[src/rtl/puf_chal_seq.sv]
// puf_chal_seq: challenge sequencer for the arbiter PUF. Steps the
// challenge LFSR, lets the challenge settle, fires the race, samples
// the arbiter and hands {challenge, response} pairs downstream.
//
// Ports:
//   clk, rst          - rising-edge clock, synchronous active-high reset
//   start, num_chal   - begin a run of num_chal CRPs (sampled in IDLE)
//   abort             - cancel the run in progress, no done pulse
//   lfsr_en           - one-cycle LFSR step strobe
//   lfsr_state        - current LFSR challenge
//   race_launch       - one-cycle race start pulse to the PUF core
//   puf_resp          - arbiter output
//   out_valid/ready   - CRP handshake
//   out_chal/resp/idx - CRP payload and 0-based index
//   busy, done        - run status, done pulses once at end of run
//
// Build option: define PUF_MAJORITY_VOTE_EN to race each challenge
// three times and report the majority response.

module puf_chal_seq #(
    parameter int W         = 64,
    parameter int SETTLE    = 4,
    parameter int RESP_WAIT = 8,
    parameter int CNT_W     = 16
) (
    input  logic             clk,
    input  logic             rst,
    input  logic             start,
    input  logic             abort,
    input  logic [CNT_W-1:0] num_chal,
    output logic             lfsr_en,
    input  logic [W-1:0]     lfsr_state,
    output logic             race_launch,
    input  logic             puf_resp,
    output logic             out_valid,
    input  logic             out_ready,
    output logic [W-1:0]     out_chal,
    output logic             out_resp,
    output logic [CNT_W-1:0] out_idx,
    output logic             busy,
    output logic             done
);

    localparam int TW = 16;
    localparam logic [TW-1:0]    T_ONE       = 1;
    localparam logic [CNT_W-1:0] C_ONE       = 1;
    localparam logic [TW-1:0]    SETTLE_LAST = TW'(SETTLE - 1);
    localparam logic [TW-1:0]    WAIT_LAST   = TW'(RESP_WAIT - 1);

    typedef enum logic [2:0] {
        S_IDLE,
        S_STEP,
        S_SETTLE,
        S_LAUNCH,
        S_WAIT,
        S_OUT,
        S_DONE
    } state_t;

    state_t           r_state;
    state_t           w_nxt;
    logic [TW-1:0]    r_tmr;
    logic [CNT_W-1:0] r_cnt;
    logic [CNT_W-1:0] r_idx;
    logic [W-1:0]     r_chal;
    logic             r_resp;

    logic w_settle_last;
    logic w_wait_last;
    logic w_last_crp;
    logic w_abort;
    logic w_final_race;

`ifdef PUF_MAJORITY_VOTE_EN
    // r_rep counts completed races of the current challenge (0..2)
    logic [1:0] r_rep;
    logic [1:0] r_samp;
    logic       w_maj;

    assign w_final_race = (r_rep == 2'd2);
    assign w_maj = (r_samp[0] & r_samp[1]) |
                   (r_samp[0] & puf_resp) |
                   (r_samp[1] & puf_resp);
`else
    assign w_final_race = 1'b1;
`endif

    assign w_settle_last = (r_tmr == SETTLE_LAST);
    assign w_wait_last   = (r_tmr == WAIT_LAST);
    assign w_last_crp    = (r_idx == r_cnt - C_ONE);
    assign w_abort       = abort && (r_state != S_IDLE);

    always_ff @(posedge clk) begin
        if (rst) begin
            r_state <= S_IDLE;
        end else begin
            r_state <= w_nxt;
        end
    end

    always_comb begin
        w_nxt       = r_state;
        lfsr_en     = 1'b0;
        race_launch = 1'b0;
        out_valid   = 1'b0;
        done        = 1'b0;
        busy        = (r_state != S_IDLE);
        unique case (r_state)
            S_IDLE: begin
                if (start) begin
                    w_nxt = (num_chal != '0) ? S_STEP : S_DONE;
                end
            end
            S_STEP: begin
                lfsr_en = 1'b1;
                w_nxt   = S_SETTLE;
            end
            S_SETTLE: begin
                if (w_settle_last) begin
                    w_nxt = S_LAUNCH;
                end
            end
            S_LAUNCH: begin
                race_launch = 1'b1;
                w_nxt       = S_WAIT;
            end
            S_WAIT: begin
                if (w_wait_last) begin
                    w_nxt = w_final_race ? S_OUT : S_LAUNCH;
                end
            end
            S_OUT: begin
                out_valid = 1'b1;
                if (out_ready) begin
                    w_nxt = w_last_crp ? S_DONE : S_STEP;
                end
            end
            S_DONE: begin
                done  = 1'b1;
                w_nxt = S_IDLE;
            end
            default: begin
                w_nxt = S_IDLE;
            end
        endcase
        // abort overrides everything, including an OUT handshake
        if (w_abort) begin
            w_nxt = S_IDLE;
        end
    end

    always_ff @(posedge clk) begin
        if (rst) begin
            r_tmr  <= '0;
            r_cnt  <= '0;
            r_idx  <= '0;
            r_chal <= '0;
            r_resp <= 1'b0;
`ifdef PUF_MAJORITY_VOTE_EN
            r_rep  <= '0;
            r_samp <= '0;
`endif
        end else begin
            // timer restarts on every state change
            r_tmr <= (w_nxt != r_state) ? '0 : r_tmr + T_ONE;
            if (w_abort) begin
                r_idx  <= '0;
                r_chal <= '0;
                r_resp <= 1'b0;
            end else begin
                unique case (r_state)
                    S_IDLE: begin
                        if (start) begin
                            r_cnt <= num_chal;
                            r_idx <= '0;
                        end
                    end
                    S_STEP: begin
`ifdef PUF_MAJORITY_VOTE_EN
                        r_rep <= '0;
`endif
                    end
                    S_LAUNCH: begin
                        r_chal <= lfsr_state;
                    end
                    S_WAIT: begin
                        if (w_wait_last) begin
`ifdef PUF_MAJORITY_VOTE_EN
                            r_samp[r_rep[0]] <= puf_resp;
                            r_rep            <= r_rep + 2'd1;
                            if (w_final_race) begin
                                r_resp <= w_maj;
                            end
`else
                            r_resp <= puf_resp;
`endif
                        end
                    end
                    S_OUT: begin
                        if (out_ready && !w_last_crp) begin
                            r_idx <= r_idx + C_ONE;
                        end
                    end
                    default: begin
                    end
                endcase
            end
        end
    end

    assign out_chal = r_chal;
    assign out_resp = r_resp;
    assign out_idx  = r_idx;

endmodule

[config.mk]
export PLATFORM = sky130hd
export DESIGN_NAME = puf_chal_seq
export DESIGN_NICKNAME = d
export VERILOG_FILES = /design/src/rtl/puf_chal_seq.sv
export SDC_FILE = /design/constraint.sdc
export NUM_CORES = 1
export LEC_CHECK = 0
export ABC_AREA = 1
export CAP_MARGIN = 15
export CORE_MARGIN = 10
export CORE_UTILIZATION = 40
export DETAILED_ROUTE_END_ITERATION = 6
export PLACE_DENSITY = 0.71
export SETUP_SLACK_MARGIN = 0.15
export SYNTH_ARGS = -nofsm -noshare
export SYNTH_HDL_FRONTEND = slang
export SYNTH_SLANG_ARGS = --single-unit
[constraint.sdc]
create_clock -name clk -period 3.37 [get_ports clk]
set_clock_uncertainty 0.15 [all_clocks]
set_input_delay 0.674 -clock clk [delete_from_list [all_inputs] [get_ports clk]]
set_output_delay 0.674 -clock clk [all_outputs]
set_load 0.01 [all_outputs]
Yosys cells after proc, flatten, opt, wreduce, memory -nomap -nowiden

Cells that the tools add are included.

Mux-type cells: 15
$add $sub $neg: 3
Reduce and logical (&&, ||, !) cells: 12
Eq/ne operators: 12
Bitwise logic cells: 1

Operators by type and width:

| kind                    | count |
|---|---|
| $add A16 B1 Y16 const B | 2 |
| $mux W16                | 2 |
| $pmux W16 S2            | 1 |
| $mux W3                 | 7 |
| $pmux W3 S6             | 1 |
| $eq A16 B16 Y1          | 1 |
| $eq A16 B2 Y1 const B   | 1 |
| $eq A16 B3 Y1 const B   | 1 |
| $reduce_bool A16 Y1     | 1 |
| $sub A16 B1 Y16 const B | 1 |
| $eq A3 B3 Y1 const B    | 3 |
| $eq A3 B2 Y1 const B    | 2 |
| $reduce_and A3 Y1       | 2 |
| $mux W1                 | 4 |
| $ne A2 B2 Y1 const B    | 2 |
| $reduce_or A2 Y1        | 2 |
| $eq A3 B1 Y1 const B    | 1 |
| $logic_not A3 Y1        | 1 |
| $ne A3 B3 Y1            | 1 |
| $reduce_bool A3 Y1      | 1 |
| $logic_and A1 B1 Y1     | 2 |
| $reduce_and A2 Y1       | 1 |
| $reduce_bool A2 Y1      | 1 |
| $logic_not A1 Y1        | 1 |
| $not A1 Y1              | 1 |

Register bits: 116
Word-level logic and storage cells: 49
Input port bits: 86

Longest topological paths before layout

Gate-level depths: netlist (run 1).

Word-level depth: 8
Mapped depth: 21
Gate-level depth less buffers: 20

Worst setup path before layout (run 1)

OpenSTA, ideal clock, no wires.

Path kind: register to register
Start point: register r_cnt[0]
End point: register r_tmr[6]
Cell stages (with the launch flop): 20
Data required time: 3.158 ns
Data arrival time: 2.069 ns
Clock period less this slack: 2.281 ns
Setup slack: 1.089 ns
Path buffers: 1
Cells stage by stage: dfxtp_1 > inv_1 > ha_1 > nand2_1 > nor2_4 > nand2_1 > nand2_1 > nand2_1 > nor2_1 > nand3_1 > nor2_1 > nand3_1 > nand2_1 > nand2_1 > nand2_1 > nand2_1 > nor2_2 > nand2_2 > buf_6 > nor2_2

Word-level cells in the longest chain between the ends: 8

RTL lines:

| element                    | line | RTL |
|---|---|---|
| start: declaration         | 63   | `logic [CNT_W-1:0] r_cnt;` |
| start signal: assignment   | 174  | `r_cnt <= num_chal;` |
| $sub A16 B1 Y16            | 90   | `assign w_last_crp = (r_idx == r_cnt - C_ONE);` |
| $eq A16 B16 Y1             | 90   |  |
| $mux W3                    | 135  | `w_nxt = w_last_crp ? S_DONE : S_STEP;` |
| $mux W3                    | 134  | `if (out_ready) begin` |
| $pmux W3 S6                | 108  | `unique case (r_state)` |
| $mux W3                    | 147  | `if (w_abort) begin` |
| $ne A3 B3 Y1               | 165  | `r_tmr <= (w_nxt != r_state) ? '0 : r_tmr + T_ONE;` |
| $reduce_or A2 Y1 (no line) | -    |  |
| end signal: assignment     | 165  |  |
| end: declaration           | 62   | `logic [TW-1:0] r_tmr;` |

No other way between the ends.
A chain may end at the register's enable or synchronous reset.

Worst setup path in the final report (run 1)

Start point: register r_state[0]
End point: output port out_valid

Word-level cells in the longest chain between the ends: 2

RTL lines:

| element                  | line | RTL |
|---|---|---|
| start: declaration       | 60   | `state_t r_state;` |
| start signal: assignment | 97   | `r_state <= w_nxt;` |
| $eq A3 B3 Y1             | 108  |  |
| $mux W1                  | 108  |  |
| end: declaration         | 35   | `output logic out_valid,` |

No other way between the ends.

==> results.yml, run 1 <==
run_status:
  status: "complete, no violations"
layout:
  diodes: 0
  drive_gt1_share_pct: 6.59
  syn_to_final_growth_pct: 45.2
  final_nets: 1063
  final_area_um2: 7900
  n_fill_cell: 1252
critical_path:
  critPathLaunch: "r_state[0]"
  worstReg2RegStart: "r_cnt[0]"
  cp.depth: 3
  reg2reg_to: "r_tmr[15]"
  cp_top_family: "buffers and inverters"
  critPathCapture: "out_valid"
  crit_buf_inv: 2
  path_cells: "inv_1, nor3_4, clkdlybuf4s50_1"
  crit_slowest_cell: "clkdlybuf4s50_1"
  critical_path_arrival_ps: 2010
  startpoint_type: "flop"
  r2r_setup_slack_ps: 600
  cp.required_ps: 2550
  critical-path-max-stage-delay_ps: 620
  crit_path_end_kind: "output port"
  r2r_cells: 18
  crit_fanout: 9
  crit_type: "flop to output port"
route:
  met2_wirelength_um: 8370
  wl_um: 17400
  dr.max_layer_used: "met4"
  drt_iter0_drc: 363
  ant_nets: 0
  wl_per_cell_um: 14.9
  vias: 5644
  firstDrtPassIters: 5
  via_per_inst: 4.86
  drc: 0
  met3_length_um: 1790
  drt-met1-wl_um: 6910
grt:
  grt_max_degree: 74
  track_usage_pct: 18.3
  grt_pass1_vias: 5209
  antenna_found_initial: 0
  grt_pass1_wl_um: 27100
  gr-total-overflow: 0
synth:
  synthCells: 801
  synth_cell_type_count: 31
  yosysSeqAreaShare_pct: 42.7
  synth_top_area_cell: "dfxtp_1"
  synth_top_area_share_pct: 42.7
  netlist_area_um2: 5440
  synth_nets: 890
  yosysWarnings: 0
  synth_edf_count: 0
  ys.flop_type: "dfxtp_1"
  yosys-top-cells-area: "dfxtp_1 43%, nand2_1 18%, a21oi_1 8.4%, nor2_1 4.9%, inv_1 4.6%"
  syn_avg_cell_area_um2: 6.79
  postSynth.asyncResetShare_pct: 0
  ys_seq_elements: 116
sta:
  drv_slew: 0
  period_share_pct: 84.0
  tns_ps: 0
  setup_viol: 0
  maxSlewHeadroom_pct: 56.0
  final_hold_viol_count: 0
  rsz0062_at_grt: "no"
  fin_crit_ps: 2830
  tightest_slew_ps: 661
  max_freq_mhz: 353
cts:
  cts_tree: "done"
  cts_max_level: 4
  clock-sinks: 116
  clkLatencyLatePin_ps: 410
  holdBufCountCts: 0
  root_buffer: "clkbuf_16"
  cts_made_buffers: 17
  post_cts_buffers: 0
  cts.clk_slew.worst_paths_ps: 50
  clock_path_buffers: 2
  post_cts_resized: 0
job:
  max-cap-violations: 0
placement:
  gp_congestion: 0.941
  dpl_cell_area_um2: 7350
  io_buffer_count: 171
  place_hpwl_um: 12900
die:
  dieArea_um2: 18700
  start_util_pct: 40.9
  dieWidth_um: 137
  coreArea_um2: 13300
  num_rows: 42
  die_h_um: 137
  ioPinCount: 172
power:
  powerDensity_nw_per_um2: 466
  ir_drop_mv: 0.344
  power_leakage_nw: 2.93
min_path:
  hp-class: "flop to flop"
  min_path_cells: 1
[area by class of cell]
| type | instances | area, µm² | area share [%] |
|---|---|---|---|
| Multi-Input combinational cell | 587 | 2740 | 34.7 |
| Sequential cell | 116 | 2320 | 29.4 |
| Timing Repair Buffer | 181 | 1800 | 22.8 |
| Clock buffer | 22 | 464 | 5.88 |
| Inverter | 71 | 267 | 3.38 |
| Tap cell | 176 | 220 | 2.79 |
| Clock inverter | 9 | 81.3 | 1.03 |
[sequential cells by signal, summed over array words and instances (netlist names)]
signal	cells
out_chal	64
r_state	3
out_idx	16
out_resp	1
r_tmr	16
r_cnt	16
[cells in the mapped netlist (5+ instances only)]
cell type,number
nand3_1,40
nor2_2,14
nand2_1,265
nor4_1,6
nand4_1,11
inv_1,66
o21ai_0,21
dfxtp_1,116
inv_2,5
a21oi_1,91
clkbuf_1,21
xnor2_1,8
nand3b_1,5
nor3_1,20
xor2_1,18
nor2_1,71
[power breakdown]
group / total (mW) / internal, mW / switching [mW]
combinational: 0.567 / 0.241 / 0.327
clock: 1.66 / 1.04 / 0.621
sequential: 1.45 / 1.41 / 0.0383
[logic make-up after synthesis]
logic type      after synthesis  share of synthesized area (%)
flops                       116                           42.7
fa+ha+maj                     3                          0.690
buf+inv                      98                           6.95
compound gates              118                           11.1
simple gates                440                           34.4
xor+xnor                     26                           4.19
[metal layers]
layer	global-route usage (%)	vias to the layer above
met5	0	-
met4	5.50	0
met3	9.24	20
met2	29.9	181
met1	20.4	2531
li1	-	2912
[per-stage QoR]
step | setup WS [ps] | power [mW] | instances | hold WS [ps] | utilization [%]
floorplan | 1090 | 1.82 | 801 | 268 | -
global placement | 287 | 2.04 | 1131 | 279 | 55.3
detailed placement | 163 | 2.04 | 1131 | 294 | 55.3
CTS | 525 | 3.71 | 1162 | 306 | 59.4
global route | 221 | 3.86 | 1162 | 326 | 59.4
finish | 538 | 3.68 | 1162 | 302 | 59.4
[placed cells by master, fill, tap and decap left out, types with 8 or more instances in the layout]
master,netlist,layout
a21oi_1,91,91
o21ai_0,21,21
nand4_1,11,11
nor3_1,20,19
nor2_2,14,14
clkbuf_16,0,17
dfxtp_1,116,116
buf_4,0,9
clkdlybuf4s50_1,0,171
xnor2_1,8,8
xor2_1,18,18
nor2_1,71,71
inv_1,66,65
nand3_1,40,40
nand2_1,265,265
[how the worst min path moves through the flow]
stage / start / to
final: r_tmr[0] / r_tmr[0]
after global routing: out_chal[23] / out_chal[23]
after CTS: r_tmr[0] / r_tmr[0]
after detailed placement: r_tmr[0] / r_tmr[0]
after global placement: r_tmr[0] / r_tmr[0]
after floorplan: r_tmr[0] / r_tmr[0]
Note: power is estimated with default switching activity, not from simulation.
==> run 2, diff against run 1 <==
==> constraint.sdc (replaced) <==
create_clock -name clk -period 2.95 [get_ports clk]
set_clock_uncertainty 0.15 [all_clocks]
set_input_delay 0.59 -clock clk [delete_from_list [all_inputs] [get_ports clk]]
set_output_delay 0.59 -clock clk [all_outputs]
set_load 0.01 [all_outputs]
==> run 2 against run 1 <==
Against the previous run: routed wire length increased by 1.3%; sequential share of layout area decreased by 0.61 points; register-to-register slack got worse by 290 ps; critical path type is now flop to flop; largest cell class unchanged; largest power group unchanged.
==> results.yml, run 2 (synthesis results as in run 1) <==
sta:
  setup_viol: 0
  tightest_slew_ps: 657
  rsz0062_at_grt: "no"
  tns_ps: 0
  drv_slew: 0
  max_freq_mhz: 378
  fin_crit_ps: 2640
  maxSlewHeadroom_pct: 56.2
  period_share_pct: 89.6
  final_hold_viol_count: 0
critical_path:
  crit_type: "flop to flop"
  critical_path_arrival_ps: 2830
  crit_fanout: 16
  r2r_cells: 19
  crit_path_end_kind: "flop"
  cp.required_ps: 3140
  startpoint_type: "flop"
cts:
  clkLatencyLatePin_ps: 410
  cts_max_level: 4
  root_buffer: "clkbuf_16"
  clock-sinks: 116
  cts_tree: "done"
  clock_path_buffers: 2
  cts.clk_slew.worst_paths_ps: 50
  cts_made_buffers: 17
  holdBufCountCts: 0
min_path:
  hp-class: "flop to flop"
  min_path_cells: 1
layout:
  layout_common_cells: "263 x nand2_1, 171 x clkdlybuf4s50_1, 115 x dfxtp_1"
  final_nets: 1073
  drive_gt1_share_pct: 8.63
  diodes: 0
  final_area_um2: 8070
  largest_register_ffs: 64
  layout_commonest_cell: "nand2_1"
  finalNonFillerCells: 1173
  syn_to_final_growth_pct: 48.4
placement:
  place_hpwl_um: 13100
  dpl.cell_count: 1138
  gp_congestion: 0.911
  io_buffer_count: 171
  dpl_cell_area_um2: 7430
die:
  start_util_pct: 40.9
  coreArea_um2: 13300
  die_h_um: 137
  num_rows: 42
  dieWidth_um: 137
  ioPinCount: 172
  dieArea_um2: 18700
grt:
  grt_pass1_vias: 5476
  gr-total-overflow: 0
  antenna_found_initial: 0
  grt_pass1_wl_um: 27500
  track_usage_pct: 18.4
  grt_max_degree: 74
power:
  ir_drop_mv: 0.279
  power_leakage_nw: 3.01
  powerDensity_nw_per_um2: 541
route:
  via_per_inst: 4.85
  wl_um: 17600
  drt_iter0_drc: 398
  firstDrtPassIters: 5
  vias: 5694
  wl_per_cell_um: 15.0
  ant_nets: 0
  drc: 0
run_status:
  status: "complete, no violations"
job:
  max-cap-violations: 0
## run 2: cell types whose count changed in the layout (fill, tap and decap cells not counted), sizes merged
cell,previous run,this run
bufinv,1,2
clkbuf,22,24
clkinvlp,3,4
buf,10,20
clkinv,5,2
## run 2: critical path, stage by stage (launching register included)
cell,delay [ps]
dfxtp_2,320
inv_2,80
ha_2,220
nand2_1,120
nor2_4,140
nand2_1,80
a21oi_1,140
nand2_1,90
nor2_1,160
nand3_2,140
nor2_1,110
nand3_1,80
nand2_1,90
nand2_1,80
nand2_1,70
nand2_1,60
nor2_2,110
nand2_2,70
buf_12,150
nor2_1,110
## run 2: repair_timing
action,CTS,global route
gates resized for setup,0,12
setup buffers,0,3
endpoints found under the hold margin,0,0
setup endpoints to repair,0,33
## run 2: layout make-up
class                   instances  area (µm²)
fillers                      1212        5230
multi-input cells             587        2780
flip-flops and latches        116        2320
repair buffers                191        1900
clock buffers                  24         482
inverters                      71         267
well taps                     176         220
clock inverters                 8         100
## run 2: routing by layer
metal | GRT usage [%] | share of wire (%) | up-vias | wire (µm)
li1 | - | - | 2929 | -
met1 | 19.7 | 40 | 2563 | 6960
met2 | 30.7 | 49 | 172 | 8600
met3 | 8.36 | 8.8 | 30 | 1560
met4 | 8.11 | 2.7 | 0 | 478
met5 | 0 | 0 | - | 0
## run 2: path summary, 6_finish.rpt
kind,start,to,slack (ps)
max,r_cnt[0],r_tmr[12],310
min,r_tmr[0],r_tmr[0],300
max reg2reg,r_cnt[0],r_tmr[12],310
min reg2reg,r_tmr[0],r_tmr[0],300
## run 2: power by group
part,total [mW],internal (mW),switching [mW],leakage [nW]
registers,1.66,1.61,0.0439,0.939
logic,0.691,0.301,0.390,1.80
clock network,2.02,1.31,0.710,0.272
## run 2: metrics by stage
step	setup slack [ps]	hold slack (ps)	util (%)	total power [mW]
2_1_floorplan	669	268	-	2.08
3_3_place_gp	81.4	279	55.9	2.35
3_5_place_dp	0.285	288	55.9	2.35
4_1_cts	184	301	60.2	4.38
5_1_grt	41.7	324	60.7	4.57
6_report	308	301	60.7	4.36
